===== src/rtl/mc_pkg.sv =====
// Shared encodings for the multi-cycle MIPS controller: states, opcodes, mux codes
// and the packed control word produced by the state decoder.
package mc_pkg;

    typedef enum logic [3:0] {
        StFetch  = 4'd0,
        StDecode = 4'd1,
        StMemAdr = 4'd2,
        StMemRd  = 4'd3,
        StMemWb  = 4'd4,
        StMemWr  = 4'd5,
        StExec   = 4'd6,
        StRwb    = 4'd7,
        StBranch = 4'd8,
        StJump   = 4'd9,
        StAddiEx = 4'd10,
        StAddiWb = 4'd11,
        StHalt   = 4'd12
    } state_e;

    localparam logic [5:0] OpR    = 6'b000000;
    localparam logic [5:0] OpLw   = 6'b100011;
    localparam logic [5:0] OpSw   = 6'b101011;
    localparam logic [5:0] OpBeq  = 6'b000100;
    localparam logic [5:0] OpJ    = 6'b000010;
    localparam logic [5:0] OpAddi = 6'b001000;

    localparam logic [1:0] SrcBReg   = 2'b00;
    localparam logic [1:0] SrcBFour  = 2'b01;
    localparam logic [1:0] SrcBImm   = 2'b10;
    localparam logic [1:0] SrcBImmSh = 2'b11;

    localparam logic [1:0] AluAdd   = 2'b00;
    localparam logic [1:0] AluSub   = 2'b01;
    localparam logic [1:0] AluFunct = 2'b10;

    localparam logic [1:0] PcAlu    = 2'b00;
    localparam logic [1:0] PcAluOut = 2'b01;
    localparam logic [1:0] PcJump   = 2'b10;

    typedef struct packed {
        logic       pc_write;
        logic       pc_write_cond;
        logic       iord;
        logic       mem_read;
        logic       mem_write;
        logic       ir_write;
        logic       mem_to_reg;
        logic       reg_dst;
        logic       reg_write;
        logic       alu_src_a;
        logic [1:0] alu_src_b;
        logic [1:0] alu_op;
        logic [1:0] pc_src;
        logic       halted;
    } ctrl_t;

endpackage


===== src/rtl/mc_out_decode.sv =====
// Combinational state-to-control-word decoder. Only FETCH looks at mem_ready, to hold
// off the PC and IR loads until the instruction word is actually there.
module mc_out_decode
    import mc_pkg::*;
(
    input  state_e state,
    input  logic   mem_ready,
    output ctrl_t  ctrl
);

    always_comb begin
        ctrl = '0;
        case (state)
            StFetch: begin
                ctrl.mem_read  = 1'b1;
                ctrl.alu_src_b = SrcBFour;
                ctrl.alu_op    = AluAdd;
                ctrl.pc_src    = PcAlu;
                ctrl.ir_write  = mem_ready;
                ctrl.pc_write  = mem_ready;
            end
            StDecode: begin
                ctrl.alu_src_b = SrcBImmSh;
                ctrl.alu_op    = AluAdd;
            end
            StMemAdr, StAddiEx: begin
                ctrl.alu_src_a = 1'b1;
                ctrl.alu_src_b = SrcBImm;
                ctrl.alu_op    = AluAdd;
            end
            StMemRd: begin
                ctrl.mem_read = 1'b1;
                ctrl.iord     = 1'b1;
            end
            StMemWb: begin
                ctrl.reg_write  = 1'b1;
                ctrl.mem_to_reg = 1'b1;
            end
            StMemWr: begin
                ctrl.mem_write = 1'b1;
                ctrl.iord      = 1'b1;
            end
            StExec: begin
                ctrl.alu_src_a = 1'b1;
                ctrl.alu_src_b = SrcBReg;
                ctrl.alu_op    = AluFunct;
            end
            StRwb: begin
                ctrl.reg_write = 1'b1;
                ctrl.reg_dst   = 1'b1;
            end
            StBranch: begin
                ctrl.alu_src_a     = 1'b1;
                ctrl.alu_src_b     = SrcBReg;
                ctrl.alu_op        = AluSub;
                ctrl.pc_write_cond = 1'b1;
                ctrl.pc_src        = PcAluOut;
            end
            StJump: begin
                ctrl.pc_write = 1'b1;
                ctrl.pc_src   = PcJump;
            end
            StAddiWb: begin
                ctrl.reg_write = 1'b1;
            end
            StHalt: begin
                ctrl.halted = 1'b1;
            end
            default: ;
        endcase
    end

endmodule


===== src/rtl/multicycle_ctrl.sv =====
// Multi-cycle sequencing FSM for the MIPS datapath, with memory ready handshake,
// illegal-opcode halt and a retired-instruction counter.
module multicycle_ctrl
    import mc_pkg::*;
#(
    parameter int unsigned CNT_W       = 16,
    parameter bit          MEM_WAIT_EN = 1'b1
) (
    input  logic             clk,
    input  logic             rst,
    input  logic [5:0]       opcode,
    input  logic             zf,
    input  logic             mem_ready,
    output logic             pc_write,
    output logic             pc_write_cond,
    output logic             iord,
    output logic             mem_read,
    output logic             mem_write,
    output logic             ir_write,
    output logic             mem_to_reg,
    output logic             reg_dst,
    output logic             reg_write,
    output logic             alu_src_a,
    output logic [1:0]       alu_src_b,
    output logic [1:0]       alu_op,
    output logic [1:0]       pc_src,
    output logic             halted,
    output logic [3:0]       state_dbg,
    output logic [CNT_W-1:0] instr_count
);

    state_e           state_q, state_d;
    logic [CNT_W-1:0] count_q;
    logic             retire;
    logic             ready;
    ctrl_t            ctrl_raw, ctrl;

    // zf only qualifies pc_write_cond inside the datapath.
    logic unused_zf;
    assign unused_zf = zf;

    assign ready = MEM_WAIT_EN ? mem_ready : 1'b1;

    always_ff @(posedge clk or posedge rst) begin
        if (rst) begin
            state_q <= StFetch;
            count_q <= '0;
        end else begin
            state_q <= state_d;
            if (retire) begin
                count_q <= count_q + CNT_W'(1);
            end
        end
    end

    always_comb begin
        state_d = state_q;
        retire  = 1'b0;
        case (state_q)
            StFetch:  if (ready) state_d = StDecode;
            StDecode: begin
                case (opcode)
                    OpLw, OpSw: state_d = StMemAdr;
                    OpR:        state_d = StExec;
                    OpBeq:      state_d = StBranch;
                    OpJ:        state_d = StJump;
                    OpAddi:     state_d = StAddiEx;
                    default:    state_d = StHalt;
                endcase
            end
            StMemAdr: state_d = (opcode == OpLw) ? StMemRd : StMemWr;
            StMemRd:  if (ready) state_d = StMemWb;
            StMemWr: begin
                if (ready) begin
                    state_d = StFetch;
                    retire  = 1'b1;
                end
            end
            StExec:   state_d = StRwb;
            StAddiEx: state_d = StAddiWb;
            StMemWb, StRwb, StBranch, StJump, StAddiWb: begin
                state_d = StFetch;
                retire  = 1'b1;
            end
            StHalt:   state_d = StHalt;
            default:  state_d = StFetch;
        endcase
    end

    mc_out_decode u_out_decode (
        .state     (state_q),
        .mem_ready (ready),
        .ctrl      (ctrl_raw)
    );

    // Reset must silence FETCH's strobes too, not just restore the state.
    assign ctrl = rst ? '0 : ctrl_raw;

    assign pc_write      = ctrl.pc_write;
    assign pc_write_cond = ctrl.pc_write_cond;
    assign iord          = ctrl.iord;
    assign mem_read      = ctrl.mem_read;
    assign mem_write     = ctrl.mem_write;
    assign ir_write      = ctrl.ir_write;
    assign mem_to_reg    = ctrl.mem_to_reg;
    assign reg_dst       = ctrl.reg_dst;
    assign reg_write     = ctrl.reg_write;
    assign alu_src_a     = ctrl.alu_src_a;
    assign alu_src_b     = ctrl.alu_src_b;
    assign alu_op        = ctrl.alu_op;
    assign pc_src        = ctrl.pc_src;
    assign halted        = ctrl.halted;
    assign state_dbg     = state_q;
    assign instr_count   = count_q;

endmodule


===== config.mk =====
export PLATFORM = sky130hd
export DESIGN_NAME = multicycle_ctrl
export DESIGN_NICKNAME = d
export VERILOG_FILES = /design/src/rtl/mc_pkg.sv /design/src/rtl/mc_out_decode.sv /design/src/rtl/multicycle_ctrl.sv
export SDC_FILE = /design/constraint.sdc
export NUM_CORES = 1
export LEC_CHECK = 0
export ABC_AREA = 1
export CAP_MARGIN = 20
export CORE_MARGIN = 8
export CORE_UTILIZATION = 51
export DETAILED_ROUTE_END_ITERATION = 16
export PLACE_DENSITY = 0.86
export SLEW_MARGIN = 20
export SYNTH_ARGS = -nofsm -noshare
export SYNTH_HDL_FRONTEND = slang
export SYNTH_SLANG_ARGS = --single-unit

===== constraint.sdc =====
create_clock -name clk -period 2.3 [get_ports clk]
set_input_delay 0.46 -clock clk [delete_from_list [all_inputs] [get_ports clk]]
set_output_delay 0.46 -clock clk [all_outputs]
set_load 0.03 [all_outputs]

==> results of run 1 <==
## power by group
part | switching, uW | total [uW] | internal (uW)
Combinational | 743 | 1120 | 374
Sequential | 110 | 524 | 414
Clock | 111 | 208 | 96.7
Total | 963 | 1850 | 885
## critical path: stages (launching register included)
cell and delay, ns:
dfrtp_1 0.51, nor2_2 0.31, nand3_1 0.21, a21oi_1 0.19, buf_4 0.18
## stage by stage
step / total power (uW) / util / hold WS (ns) / setup slack (ns) / instances
6_report: 1850 / 0.677 / 0.590 / 0.141 / 322
4_1_cts: 1860 / 0.677 / 0.591 / 0.147 / 322
3_5_place_dp: 1650 / 0.665 / 0.568 / 0.323 / 318
3_3_place_gp: 1630 / 0.665 / 0.558 / 0.342 / 318
2_1_floorplan: 1340 / - / 0.432 / 0.160 / 244
5_1_grt: 1970 / 0.677 / 0.624 / 0.0286 / 322
## per-layer routing
metal  up-vias  part of all wire  global-route usage
met5         -                 0                   0
met4         0             0.020              0.0680
met3         9             0.072              0.0391
met2        59              0.48               0.280
met1       776              0.43               0.173
li1        866                 -                   -
## cells in the final DEF, fill, tap and decap left out, types with 4 or more instances in the layout
| cell type | n |
|---|---|
| inv_2 | 6 |
| nand3_1 | 13 |
| xor2_1 | 4 |
| nand4_1 | 18 |
| clkdlybuf4s50_1 | 28 |
| dfrtp_1 | 20 |
| inv_1 | 19 |
| o21ai_0 | 6 |
| buf_4 | 20 |
| xnor2_1 | 7 |
| nor2_1 | 39 |
| nand2_1 | 86 |
| a21oi_1 | 6 |
## cells in the mapped netlist, drive strengths merged
cell and number:
dfrtp 20, a21oi 6, xnor2 7, xor2 4, buf 6, o21ai 7, nand3 15, ha 1
nand4 18, inv 25, nor2 42, nand2 90, clkbuf 1, o211ai 1, nor3 1
## how the worst min path moves through the flow
stage	endpoint	start	cells after the start	slack (ns)
after floorplan	instr_count[0]	rst	1	0.43
after global placement	instr_count[15]	instr_count[15]	2	0.56
after CTS	instr_count[15]	instr_count[15]	2	0.59
after detailed placement	instr_count[15]	instr_count[15]	2	0.57
after global routing	instr_count[1]	instr_count[1]	2	0.62
final	instr_count[15]	instr_count[15]	2	0.59
## cells by family after synthesis
family | count (synthesis)
and+or+nand+nor | 166
adders and majority gates | 1
AOI/OAI and AO/OA | 14
DFF | 20
xor gates and xnor gates | 11
buffers and inverters | 32
## cell type report
type / instances / area, um^2 / area share
inverters: 25 / 93.8 / 0.0462
flip-flops and latches: 20 / 500 / 0.246
multi-input cells: 192 / 931 / 0.458
repair buffers: 48 / 430 / 0.212
clock buffers: 4 / 36.3 / 0.0178
well taps: 33 / 41.3 / 0.0203
## registers in the layout (all words and copies together), names as in the netlist
name,flops
state_dbg,4
instr_count,16
==> flow_summary_export.csv, run 1 <==
group,metric,value,unit
grt,grt_usage,0.158,
yosys,synthMuxAreaShare,0,
clocking,cts_tree,"built",
pwr,p_leak,0.00100,uW
yosys,seq_area_frac_synth,0.317,
yosys,yosys.area_share.xor_xnor,0.0610,
grt,grt_pass1_wl,6770,um
worst_setup_path,crit-reg2reg-capture,"instr_count[9]",
sta,rsz0062_at_grt,"no",
grt,grt_max_degree,21,
floorplanning,io_pins,47,
yosys,syn_area,1580,um^2
sta,setup_viol,0,
grt,grt_pass1_vias,1643,
yosys,yosysTopAreaCellShare,0.317,
yosys,synth_top_family_by_area,"simple AND/OR/NAND/NOR gates",
pwr,power.density,909,nW/um^2
clocking,cts_hold_buf,0,
layout,fin_area,2030,um^2
worst_setup_path,crit_start,"state_dbg[3]",
placed_design,port_buffers,45,
clocking,h-tree-depth,1,
layout,final_net_count,301,
yosys,yosysWarnings,0,
clocking,ctsResizeCount,0,
sta,period_share,0.939,
grt,grt_antenna_before_repair,0,
floorplanning,die_h,71.6,um
worst_setup_path,endpoint,"iord",
floorplanning,core,3000,um^2
worst_setup_path,worstRegToRegCells,7,
routing,num_vias,1710,
sta,slew_headroom,0.756,
clocking,cts_buffers,3,
clocking,clk_path_buf_depth,2,
layout,fill_cells,273,
worst_setup_path,arrival,1.70,ns
routing,drc_errors,0,
yosys,syn_inst,244,
floorplanning,die_area,5130,um^2
layout,drive_gt1_frac,0.138,
worst_hold_path,hold_path_class,"flip-flop to flip-flop",
sta,hold_viol,0,
worst_setup_path,worstReg2RegStart,"state_dbg[3]",
clocking,path_clk_slew,0.11,ns
floorplanning,fp-row-count,20,
routing,viasPerCell,5.31,
layout,area_growth,28.8,%
clocking,clock_sinks,20,
routing,drtIter0Drc,110,
clocking,clock_latency,0.31,ns
sta,max_slew.worst_pin.slew,0.364,ns
yosys,synthTopCellsByArea,"dfrtp_1 (32%), nand2_1 (20%), nor2_1 (9.3%), nand4_1 (7.1%), inv_1 (4.5%)",
yosys,synth_compound_area_frac,0.0483,
floorplanning,start_util,0.526,
yosys,yosysUniqueCellTypes,24,
status,status,"complete, no violations",
run,maxCapViolCount,0,
routing,dr.pass1.iters,4,
pwr,irDropWorstVdd,618,uV
routing,wire_per_inst,12.7,um
yosys,syn-num-nets,255,
worst_setup_path,path_max_fanout,7,
clocking,clockRootBuffer,"clkbuf_4",
yosys,synth_top_cell_by_area,"dfrtp_1",
worst_setup_path,crit_path_start_kind,"flip-flop",
sta,min_period,2.16,ns
clocking,post_cts_buffers,0,
floorplanning,die_w,71.6,um
layout,diodes,0,
yosys,synth_fa_ha_area_frac,0.00792,
sta,fmax,463,MHz
placed_design,hpwlAfterDp,3170,um
routing,postRouteAntennaNets,0,
worst_setup_path,crit_required,1.84,ns
yosys,synth.avg_cell_area,6.47,um^2
grt,globalRouteOverflowTotal,0,
sta,finalSetupTns,0,ns
yosys,synthSimpleGateAreaFrac,0.472,
yosys,ys_ff_latch,20,
sta,slew_violations,0,
worst_setup_path,path_class,"flip-flop to output port",
placed_design,place_area,2000,um^2
worst_setup_path,reg2reg_slack,0.52,ns
routing,wirelength,4090,um
sta,fin_worst_skew,0.00714,ns
worst_setup_path,end_kind,"output port",
placed_design,gp_congestion,0.925,
Power figures use the tool's default switching activity.
==> run 2: changes to the inputs <==
- CORE_UTILIZATION: 51 -> 47
- PLACE_DENSITY: 0.86 -> 0.8
- clock period: 2.3 -> 2.23 ns (I/O delays scaled with it)
==> run 2 against run 1 <==
- cell count increased by 4.0%
- non-clock buffer count is the same
- combinational power is 4% higher
- clock-buffer cell count down 1
- die area grew 6.6%
- via count decreased by 2.0%
- core utilization is 4.7 points lower
- first-iteration DRC count fell by 8.2%
- register-to-register slack better by 0.03 ns
- setup slack worse by 0.0095 ns
- critical path type unchanged
==> flow_summary_export.csv, run 2 (synthesis gave the netlist of run 1 again) <==
group,metric,value,unit
grt,globalRouteOverflowTotal,0,
placed_design,port_buffers,45,
layout,final_net_count,301,
worst_setup_path,path_max_fanout,11,
pwr,p_leak,0.00101,uW
floorplanning,fp-row-count,21,
clocking,clk_path_buf_depth,2,
status,status,"complete, no violations",
routing,drc_errors,0,
floorplanning,core,3280,um^2
floorplanning,io_pins,47,
worst_setup_path,crit_path_start_kind,"flip-flop",
sta,fmax,476,MHz
layout,layout_common_cells,"nand2_1 (86), nor2_1 (39), clkdlybuf4s50_1 (28), dfrtp_1 (20), buf_4 (20)",
layout,ff_latch_area,500,um^2
clocking,h-tree-depth,1,
layout,drive_gt1_frac,0.138,
grt,grt_antenna_before_repair,0,
grt,grt_util_met2,0.277,
worst_setup_path,arrival,1.65,ns
sta,hold-worst-slack,0.590,ns
pwr,p_sw,1000,uW
layout,largest_reg_flops,16,
placed_design,gp_congestion,0.932,
pwr,intPower,999,uW
pwr,p_seq_frac,0.270,
routing,viasPerCell,5.00,
pwr,p_comb_frac,0.579,
layout,fill_cells,312,
clocking,path_clk_slew,0.13,ns
pwr,p_sw_frac,0.501,
pwr,irDropWorstVdd,563,uV
run,maxCapViolCount,0,
layout,area_growth,31.1,%
clocking,cts_buffers,3,
routing,drtIter0Drc,101,
layout,final_common_cell,"nand2_1",
grt,grt_pass1_wl,7020,um
worst_setup_path,path_class,"flip-flop to output port",
routing,num_vias,1676,
sta,min_period,2.10,ns
worst_setup_path,crit_required,1.78,ns
floorplanning,die_h,74.0,um
floorplanning,die_area,5470,um^2
sta,period_share,0.941,
grt,busiest_layer,"met2",
floorplanning,die_w,74.0,um
grt,grt.met3_usage,0.0256,
clocking,clock_latency,0.31,ns
routing,postRouteAntennaNets,0,
clocking,cts_hold_buf,0,
sta,slew_headroom,0.759,
sta,hold_viol,0,
placed_design,hpwlAfterDp,3330,um
sta,setup_viol,0,
routing,dr.pass1.iters,4,
pwr,power_frac_clock,0.151,
grt,use_met1,0.188,
sta,slew_violations,0,
sta,finalSetupTns,0,ns
clocking,post_cts_buffers,0,
grt,grt_max_degree,21,
clocking,cts_tree,"built",
layout,multiInputGateArea,936,um^2
grt,grt_pass1_vias,1657,
grt,grt_usage,0.158,
layout,diodes,0,
worst_hold_path,hold_path_class,"flip-flop to flip-flop",
routing,wire_per_inst,12.5,um
clocking,clockRootBuffer,"clkbuf_4",
sta,rsz0062_at_grt,"no",
worst_setup_path,end_kind,"output port",
clocking,ctsResizeCount,0,
floorplanning,start_util,0.481,
pwr,power.density,967,nW/um^2
routing,wirelength,4190,um
sta,max_slew.worst_pin.slew,0.360,ns
clocking,clock_sinks,20,
sta,fin_worst_skew,0.0165,ns
==> run 2: worst paths after layout <==
path	endpoint	from	cells past startpoint	slack (ns)
hold / removal	instr_count[15]	instr_count[15]	2	0.59
max in group asynchronous	instr_count[14]	rst	3	1.40
setup reg to reg	instr_count[9]	state_dbg[3]	7	0.55
setup / recovery	reg_write	state_dbg[1]	6	0.13
min in group asynchronous	state_dbg[3]	rst	3	0.60
hold reg to reg	instr_count[15]	instr_count[15]	2	0.59
==> run 2: layout make-up <==
type	count	share of cell area
clock buffers	3	0.0109
clock inverters	1	0.0145
inverters	25	0.0453
multi-input cells	192	0.452
flip-flops and latches	20	0.242
well taps	46	0.0278
repair buffers	48	0.208
==> run 2: power by group through the flow <==
stage / clock network [uW] / registers [uW] / logic, uW
after floorplan: 0 / 632 / 746
after global placement: 0 / 544 / 1160
after detailed placement: 0 / 542 / 1160
after CTS: 304 / 535 / 1170
after global routing: 317 / 552 / 1280
final: 302 / 540 / 1160
==> run 2: worst max-delay path: stages (launching register included) <==
cell and delay, ns:
dfrtp_1 0.49, inv_2 0.13, nand2_1 0.09, o21ai_2 0.16
nand3_4 0.17, nor2_1 0.14, buf_4 0.17
==> run 2: metal layers <==
metal,share of wire,up-vias
met2,0.49,58
met4,0.011,0
met3,0.055,5
met1,0.44,745
met5,0,-
li1,-,868
==> run 2: per-stage QoR <==
step | util | power, uW | setup WS (ns) | instance area [um^2] | instances
after global placement | 0.613 | 1700 | 0.349 | 2010 | 331
after floorplan | - | 1380 | 0.104 | 1580 | 244
after CTS | 0.629 | 2010 | 0.0970 | 2070 | 335
final | 0.630 | 2000 | 0.131 | 2070 | 335
after detailed placement | 0.613 | 1710 | 0.350 | 2010 | 331
after global routing | 0.630 | 2150 | 0.00338 | 2070 | 335
